`src/rtl/cdc_export_arbiter_if.sv`:
```
//------------------------------------------------------------------------------
// Module   : cdc_export_arbiter_if
// Brief    : Requester bus and toggle-handshake crossing bus of cdc_export_arbiter.
// Revision : 1.0 - initial release
//------------------------------------------------------------------------------
`default_nettype none

interface cdc_export_arbiter_if #(
  parameter int SIZE = 8,
  parameter int NREQ = 4
);
  localparam int IDW = (NREQ > 1) ? $clog2(NREQ) : 1;

  logic [NREQ-1:0]      in_valid;
  logic [NREQ*SIZE-1:0] in_data;
  logic [NREQ-1:0]      in_ready;
  logic [SIZE+IDW-1:0]  cdc_data;
  logic                 cdc_req;
  logic                 cdc_ack;
  logic                 busy;

  modport master (
    input  in_valid, in_data, cdc_ack,
    output in_ready, cdc_data, cdc_req, busy
  );

  modport slave (
    output in_valid, in_data, cdc_ack,
    input  in_ready, cdc_data, cdc_req, busy
  );
endinterface

`default_nettype wire

```
`src/rtl/cdc_export_arbiter.sv`:
```
//------------------------------------------------------------------------------
// Module   : cdc_export_arbiter
// Brief    : Round-robin arbiter exporting {ID, payload} words over a toggle
//            req/ack handshake. Define CDC_EXPORT_ARBITER_FIXED_PRIO_EN for
//            lowest-index-first priority instead of round-robin.
// Revision : 1.0 - initial release
//------------------------------------------------------------------------------
`default_nettype none

module cdc_export_arbiter #(
  parameter int SIZE = 8,
  parameter int NREQ = 4
) (
  input  logic                   clk,
  input  logic                   rst_n,
  cdc_export_arbiter_if.master   bus
);

  localparam int IDW  = (NREQ > 1) ? $clog2(NREQ) : 1;
  localparam int SW   = IDW + 1;
  localparam int PADW = 1 << IDW;
  localparam logic [SW-1:0]  c_NREQ = SW'(NREQ);
  localparam logic [IDW-1:0] c_LAST = IDW'(NREQ - 1);

  typedef enum logic [1:0] {
    S_IDLE   = 2'd0,
    S_SETTLE = 2'd1,
    S_WAIT   = 2'd2
  } state_t;

  state_t              r_state;
  logic                r_ack_s1;
  logic                r_ack_s2;
  logic                r_req;
  logic                r_busy;
  logic [SIZE+IDW-1:0] r_data;
  logic [IDW-1:0]      r_g;
  logic [IDW-1:0]      r_rr_ptr;

  logic [PADW-1:0]     w_valid_pad;
  logic [SW-1:0]       w_sum;
  logic [IDW-1:0]      w_idx;
  logic [IDW-1:0]      w_gnt;
  logic                w_any;
  logic [SIZE-1:0]     w_sel;
  logic [NREQ-1:0]     w_ready;

  // Scan from the highest offset down so the lowest offset from rr_ptr wins.
  always_comb begin
    w_valid_pad = '0;
    w_valid_pad[NREQ-1:0] = bus.in_valid;
    w_any = 1'b0;
    w_gnt = '0;
    w_sum = '0;
    w_idx = '0;
    for (int k = NREQ - 1; k >= 0; k--) begin
      w_sum = {1'b0, r_rr_ptr} + SW'(k);
      if (w_sum >= c_NREQ) begin
        w_sum = w_sum - c_NREQ;
      end
      w_idx = w_sum[IDW-1:0];
      if (w_valid_pad[w_idx]) begin
        w_any = 1'b1;
        w_gnt = w_idx;
      end
    end
  end

  always_comb begin
    w_sel   = '0;
    w_ready = '0;
    for (int i = 0; i < NREQ; i++) begin
      if (w_gnt == IDW'(i)) begin
        w_sel = bus.in_data[i*SIZE +: SIZE];
        if (r_state == S_IDLE && w_any) begin
          w_ready[i] = 1'b1;
        end
      end
    end
  end

  always_ff @(posedge clk or negedge rst_n) begin
    if (!rst_n) begin
      r_state  <= S_IDLE;
      r_ack_s1 <= 1'b0;
      r_ack_s2 <= 1'b0;
      r_req    <= 1'b0;
      r_busy   <= 1'b0;
      r_data   <= '0;
      r_g      <= '0;
      r_rr_ptr <= '0;
    end else begin
      r_ack_s1 <= bus.cdc_ack;
      r_ack_s2 <= r_ack_s1;
      case (r_state)
        S_IDLE: begin
          if (w_any) begin
            r_data  <= {w_gnt, w_sel};
            r_g     <= w_gnt;
            r_busy  <= 1'b1;
            r_state <= S_SETTLE;
          end
        end
        // cdc_data has been stable for this whole cycle before req flips.
        S_SETTLE: begin
          r_req   <= ~r_req;
          r_state <= S_WAIT;
        end
        S_WAIT: begin
          if (r_ack_s2 == r_req) begin
            r_busy  <= 1'b0;
            r_state <= S_IDLE;
`ifdef CDC_EXPORT_ARBITER_FIXED_PRIO_EN
            r_rr_ptr <= '0;
`else
            r_rr_ptr <= (r_g == c_LAST) ? '0 : r_g + 1'b1;
`endif
          end
        end
        default: begin
          r_busy  <= 1'b0;
          r_state <= S_IDLE;
        end
      endcase
    end
  end

  assign bus.in_ready = w_ready;
  assign bus.cdc_data = r_data;
  assign bus.cdc_req  = r_req;
  assign bus.busy     = r_busy;

endmodule

`default_nettype wire

```
`src/flat_wrapper.sv`:
```
// flat-port wrapper written by rule: the top's interface ports become plain ports
module cdc_export_arbiter_flat 
#(
  parameter int SIZE = 8,
  parameter int NREQ = 4
)
  (clk, rst_n, bus_in_valid, bus_in_data, bus_cdc_ack, bus_in_ready, bus_cdc_data, bus_cdc_req, bus_busy);
  cdc_export_arbiter_if #(.SIZE(SIZE), .NREQ(NREQ)) bus_i ();
  input  logic clk;
  input  logic rst_n;
  input wire logic [$bits(bus_i.in_valid)-1:0] bus_in_valid;
  input wire logic [$bits(bus_i.in_data)-1:0] bus_in_data;
  input wire logic [$bits(bus_i.cdc_ack)-1:0] bus_cdc_ack;
  output wire logic [$bits(bus_i.in_ready)-1:0] bus_in_ready;
  output wire logic [$bits(bus_i.cdc_data)-1:0] bus_cdc_data;
  output wire logic [$bits(bus_i.cdc_req)-1:0] bus_cdc_req;
  output wire logic [$bits(bus_i.busy)-1:0] bus_busy;
  assign bus_i.in_valid = bus_in_valid;
  assign bus_i.in_data = bus_in_data;
  assign bus_i.cdc_ack = bus_cdc_ack;
  assign bus_in_ready = bus_i.in_ready;
  assign bus_cdc_data = bus_i.cdc_data;
  assign bus_cdc_req = bus_i.cdc_req;
  assign bus_busy = bus_i.busy;
  cdc_export_arbiter #(.SIZE(SIZE), .NREQ(NREQ)) u_core (.clk(clk), .rst_n(rst_n), .bus(bus_i));
endmodule
```
`config.mk`:
```
export PLATFORM = sky130hd
export DESIGN_NAME = cdc_export_arbiter_flat
export DESIGN_NICKNAME = d
export VERILOG_FILES = /design/src/rtl/cdc_export_arbiter_if.sv /design/src/rtl/cdc_export_arbiter.sv /design/src/flat_wrapper.sv
export SDC_FILE = /design/constraint.sdc
export NUM_CORES = 1
export LEC_CHECK = 0
export CAP_MARGIN = 20
export CORE_ASPECT_RATIO = 0.8
export CORE_UTILIZATION = 42
export CTS_CLUSTER_DIAMETER = 120
export DETAILED_ROUTE_END_ITERATION = 16
export PLACE_DENSITY = 0.84
export SYNTH_ARGS = -nofsm -noshare
export SYNTH_HDL_FRONTEND = slang
export SYNTH_SLANG_ARGS = --single-unit
export TNS_END_PERCENT = 50
```
`constraint.sdc`:
```
create_clock -name clk -period 3.3 [get_ports clk]
set_clock_uncertainty 0.1 [all_clocks]
set_input_delay 0.66 -clock clk [delete_from_list [all_inputs] [get_ports clk]]
set_output_delay 0.66 -clock clk [all_outputs]
set_load 0.02 [all_outputs]
```
# Yosys cells after proc, flatten, opt, wreduce, memory -nomap -nowiden

Index checks and enable logic that the tools add are counted.

Reduce and logical (&&, ||, !) cells: 7
Order comparisons: 8
Mux-type cells: 36
Bitwise logic cells: 2
Equal/unequal tests: 9
Add/sub/neg operators: 8

Operators with widths:

| kind                                                                          | number |
|---|---|
| 8-bit 2-to-1 mux                                                              | 4 |
| 2-bit 2-to-1 mux                                                              | 11 |
| 1-bit 2-to-1 mux                                                              | 15 |
| 2-bit by 3-bit less-than comparator with 1-bit output (second input constant) | 4 |
| 3-bit >= comparator (second input constant)                                   | 3 |
| 1-bit binary-select mux with 2-bit select                                     | 4 |
| 2-bit equality test (second input constant)                                   | 4 |
| 2-bit by 1-bit subtractor with 2-bit output (second input constant)           | 4 |
| 2-bit by 2-bit adder with 3-bit output (second input constant)                | 2 |
| 2-bit case mux with 3 select lines                                            | 1 |
| 2-bit AND reduction                                                           | 3 |
| 2-bit by 1-bit equality test with 1-bit output (second input constant)        | 2 |
| 2-bit zero test                                                               | 2 |
| 2-bit by 1-bit != test with 1-bit output (second input constant)              | 2 |
| 2-bit by 1-bit adder with 3-bit output (second input constant)                | 1 |
| 2-bit by 3-bit >= comparator with 1-bit output (second input constant)        | 1 |
| 1-bit case mux with 3 select lines                                            | 1 |
| 3-bit AND reduction                                                           | 1 |
| 2-bit by 1-bit adder with 2-bit output (second input constant)                | 1 |
| 1-bit NOT                                                                     | 2 |
| 1-bit equality test                                                           | 1 |
| 1-bit logical AND                                                             | 1 |

Register bits after elaboration: 20
Logic and storage cells: 78
Input port bits: 39

# Logic depth before layout (Yosys ltp)

Gate-level depths: netlist of run 1.

Depth after elaboration: 14
Depth in mapped cells: 6
Mapped depth without buffers: 5

# Worst setup path after synthesis of run 1

OpenSTA, ideal clock, no wires.

Path type: input -> output
From: input bus_in_valid[0]
To: output bus_in_ready[2]
Arrival time: 1798 ps
Data required time: 2540 ps
Path buffers: 1
Stages on the path: 5
Slack: 742 ps
Path through: and2_2 > o221ai_1 > nand2_1 > buf_6 > nor3_1

Word-level cells in the longest chain between the ends: 9

Ends and longest elaborated chain:

| what                                      | line                     | source |
|---|---|---|
| start: declaration                        | flat_wrapper.sv:11       | `input wire logic [$bits(bus_i.in_valid)-1:0] bus_in_valid;` |
| 1-bit binary-select mux with 2-bit select | cdc_export_arbiter.sv:62 | `if (w_valid_pad[w_idx]) begin` |
| 1-bit 2-to-1 mux (implied by the code)    | cdc_export_arbiter.sv:62 |  |
| 1-bit 2-to-1 mux (4 in a row)             | cdc_export_arbiter.sv:62 |  |
| 1-bit logical AND                         | cdc_export_arbiter.sv:75 | `if (r_state == S_IDLE && w_any) begin` |
| 1-bit 2-to-1 mux                          | cdc_export_arbiter.sv:75 |  |
| 1-bit 2-to-1 mux *                        | cdc_export_arbiter.sv:73 | `if (w_gnt == IDW'(i)) begin` |
| end: declaration                          | flat_wrapper.sv:14       | `output wire logic [$bits(bus_i.in_ready)-1:0] bus_in_ready;` |

Mark *: on every way between the ends. The rest lies on a longest branch, timed or not. The select of a mux whose other input is x is not followed.

# Final worst setup path of run 1

From: input bus_in_valid[2]
To: output bus_in_ready[1]

Same word-level chain as after synthesis.

==> results of run 1 <==
==> per-layer routing <==
| metal | up-vias | part of all wire (%) | global-route usage (%) |
|---|---|---|---|
| li1 | 547 | - | - |
| met1 | 519 | 44 | 30.22 |
| met2 | 52 | 48 | 45.98 |
| met3 | 6 | 6.2 | 4.132 |
| met4 | 0 | 2.2 | 11.90 |
| met5 | - | 0 | 0 |
==> metrics by stage <==
stage | total power [mW] | setup slack, ns
finish | 1.382 | 0.1879
global placement | 1.254 | -0.01990
global route | 1.476 | 0.1054
detailed placement | 1.280 | -0.08343
floorplan | 0.8820 | 0.7415
CTS | 1.384 | 0.03589
==> area by class of cell <==
class / count / area (um2)
well taps: 36 / 45.04
multi-input cells: 83 / 579.3
repair buffers: 72 / 674.4
flip-flops and latches: 18 / 450.4
inverters: 3 / 11.26
clock buffers: 3 / 22.52
fillers: 195 / 659.4
==> cell families after synthesis <==
group                    share of synthesized area, %
AO/OA/AOI/OAI                                   25.29
AND/OR/NAND/NOR                                 16.01
flip-flops                                      41.76
multiplexers                                    9.397
buffers and inverters                           4.756
XOR/XNOR                                        1.624
adder cells (fa/ha/maj)                         1.160
==> flip-flops by register name, summed over array words and instances (netlist names) <==
| register | flops |
|---|---|
| u_core.bus.busy | 1 |
| u_core.bus.cdc_data | 8 |
| u_core.bus.cdc_req | 1 |
| u_core.r_ack_s1 | 1 |
| u_core.r_ack_s2 | 1 |
| u_core.r_g | 2 |
| u_core.r_rr_ptr | 2 |
| u_core.r_state | 2 |
==> cells in the mapped netlist (all sizes together), types with 2 or more instances <==
cell	count
nand3	2
nand2b	4
o21ai	6
a2111oi	6
mux2i	9
a21boi	7
nor3	2
buf	3
inv	3
nor2	11
nand2	11
o211ai	2
a211o	2
dfrtp	18
a211oi	6
==> where the power goes <==
group	switching, mW	internal [mW]	total [mW]
combinational	0.438	0.429	0.867
sequential	0.0849	0.322	0.407
clock	0.0652	0.0425	0.108
total	0.588	0.793	1.38
==> how the worst max path moves through the flow <==
| stage | cells after the start | startpoint | to | slack [ns] |
|---|---|---|---|---|
| 4_1_cts | 7 | bus_in_valid[2] | bus_in_ready[0] | 0.04 |
| 3_3_place_gp | 6 | bus_in_valid[0] | bus_in_ready[2] | -0.02 |
| 5_1_grt | 6 | bus_in_valid[2] | bus_in_ready[1] | 0.11 |
| 6_report | 6 | bus_in_valid[2] | bus_in_ready[1] | 0.19 |
| 2_1_floorplan | 5 | bus_in_valid[0] | bus_in_ready[2] | 0.74 |
| 3_5_place_dp | 6 | bus_in_valid[0] | bus_in_ready[2] | -0.08 |
==> repair_timing <==
| item | CTS | global route |
|---|---|---|
| hold endpoints to repair | 0 | 0 |
| endpoints found under the setup margin | 3 | 1 |
| resized for setup | 4 | 1 |
| cloned | 0 | 0 |
| setup buffers | 0 | 0 |
| hold buffers | 0 | 0 |
==> results.md, run 1 <==
- Achievable Freq: 321.3 MHz
- CTS root buf: clkbuf_4
- Num CTS Buffers: 3
- Clock slew at reported path FFs: 0.09 ns
- Global-route wire length before repair: 5043 um
- RSZ-0062 raised after global routing: no
- CP required: 2.54 ns
- Hold slack: 0.2691 ns
- Mapped Cells: 108
- Buffers on Ports: 54
- GRT overflow: 0
- Most used flip-flop cell after synthesis: dfrtp_1
- Clk sinks: 18
- Dpl cells: 212
- Crit Path Max Fanout: 4
- Synth unique cells: 37
- Die width: 58.66 um
- Crit-path slowest cell: or4_1
- Sequential-to-total area share from yosys stat: 41.76%
- Nets: 221
- Crit path arrival time: 2.35 ns
- Post-synth top area share: 41.76%
- Most frequent cells in the layout: clkdlybuf4s50_1 (50), buf_4 (18), dfrtp_1 (18)
- FF-to-FF path depth: 6
- Vias after detailed routing: 1124
- Drt first pass iters: 5
- Worst R2R Setup Slack: 1.20 ns
- Final period util: 94.31%
- Final hold vios: 0
- Number of flops mapped to enable cells by yosys: 0
- Rows: 16
- Max-slew violations: 0
- Hold endpoint: u_core.r_ack_s2$_DFF_PN0_
- ANT cells: 0
- Top-Level Pins: 55
- CP max stage delay: 0.58 ns
- Post-route ant nets: 0
- Hold path start: u_core.r_ack_s1$_DFF_PN0_
- Placed cell areas: 1759 um2
- Final std cells w/o fill: 215
- Max IR drop VDD: 0.4645 mV
- Hold Crit Class: reg2reg
- Initial drt markers: 44
- Total GRT Usage: 25.26%
- CP startpoint kind: input pin
- Synthesized area: 1079 um2
- Share of layout cells above drive strength 1: 18.44%
- Crit. End Element: output port
- Critical path buffers and inverters: 3
- Commonest non-fill, non-tap cell in the layout: clkdlybuf4s50_1
- Vias per cell: 5.228
- Final instance area: 1783 um2
- Initial Util: 44.16%
- Slew @ Worst Pin: 0.8079 ns
- Placer congestion estimate: 0.8040
- YS warnings: 0
- Largest net degree at the start of global routing: 19
- Status: finished, final reports clean
- Top post-synthesis cells by area: dfrtp_1 (42%), mux2i_1 (8.4%), a2111oi_0 (4.9%)
- Vias in the first global route: 1162
- Pleak: 0.7691 nW
- Core area: 2442 um2
- Avg WL per Cell: 14.58 um
- H-Tree Level Count: 1
- Mean Syn Cell Area: 9.986 um2
- WL final: 3134 um
- Fraction of registers with async set/reset: 100.0%
- Detail Placement HPWL: 2490 um
- Clock latency on the worst-skew pair: 0.29 ns
- CP cell instances: clkdlybuf4s50_1 -> or4_1 -> nand2_2 -> inv_2 -> and3_2 -> dlygate4sd2_1
- Fin crit period: 3.112 ns
- Beginning of the worst register-to-register path: u_core.r_rr_ptr[1]$_DFFE_PN0P_
- TritonCTS clock tree: yes
- Cell taking the most area after synthesis: dfrtp_1
- Fin util: 73.00%
- P&R area growth vs syn: 65.31%
- Post-route DRC: 0
- Slew Limit Headroom: 45.97%
- FF-to-FF End: u_core.bus.cdc_data[1]$_DFFE_PN0N_
- Die Y: 47.33 um
- Syn nets: 148
- CP delay by family, top: simple AND/OR/NAND/NOR gates
- Die area: 2776 um2
- Critical path type: in2out
- Max_cap viols: 0
- Cell Pwr Density: 774.9 nW/um2
- Hold Path Stages: 0
- Clk buf depth: 2
- Final TNS setup: 0 ns
- Initial antenna violation count: 0
- Yosys reg bits: 18
- Setup-failing EPs final: 0
(Power assumes the default switching activity.)
==> run 2, diff against run 1 <==
--- a/config.mk
+++ b/config.mk
@@ -14,4 +14,3 @@
 export SYNTH_ARGS = -nofsm -noshare
 export SYNTH_HDL_FRONTEND = slang
 export SYNTH_SLANG_ARGS = --single-unit
-export TNS_END_PERCENT = 50
==> results of run 2 <==
The final DEF is identical to that of run 1; final timing and power are the same.
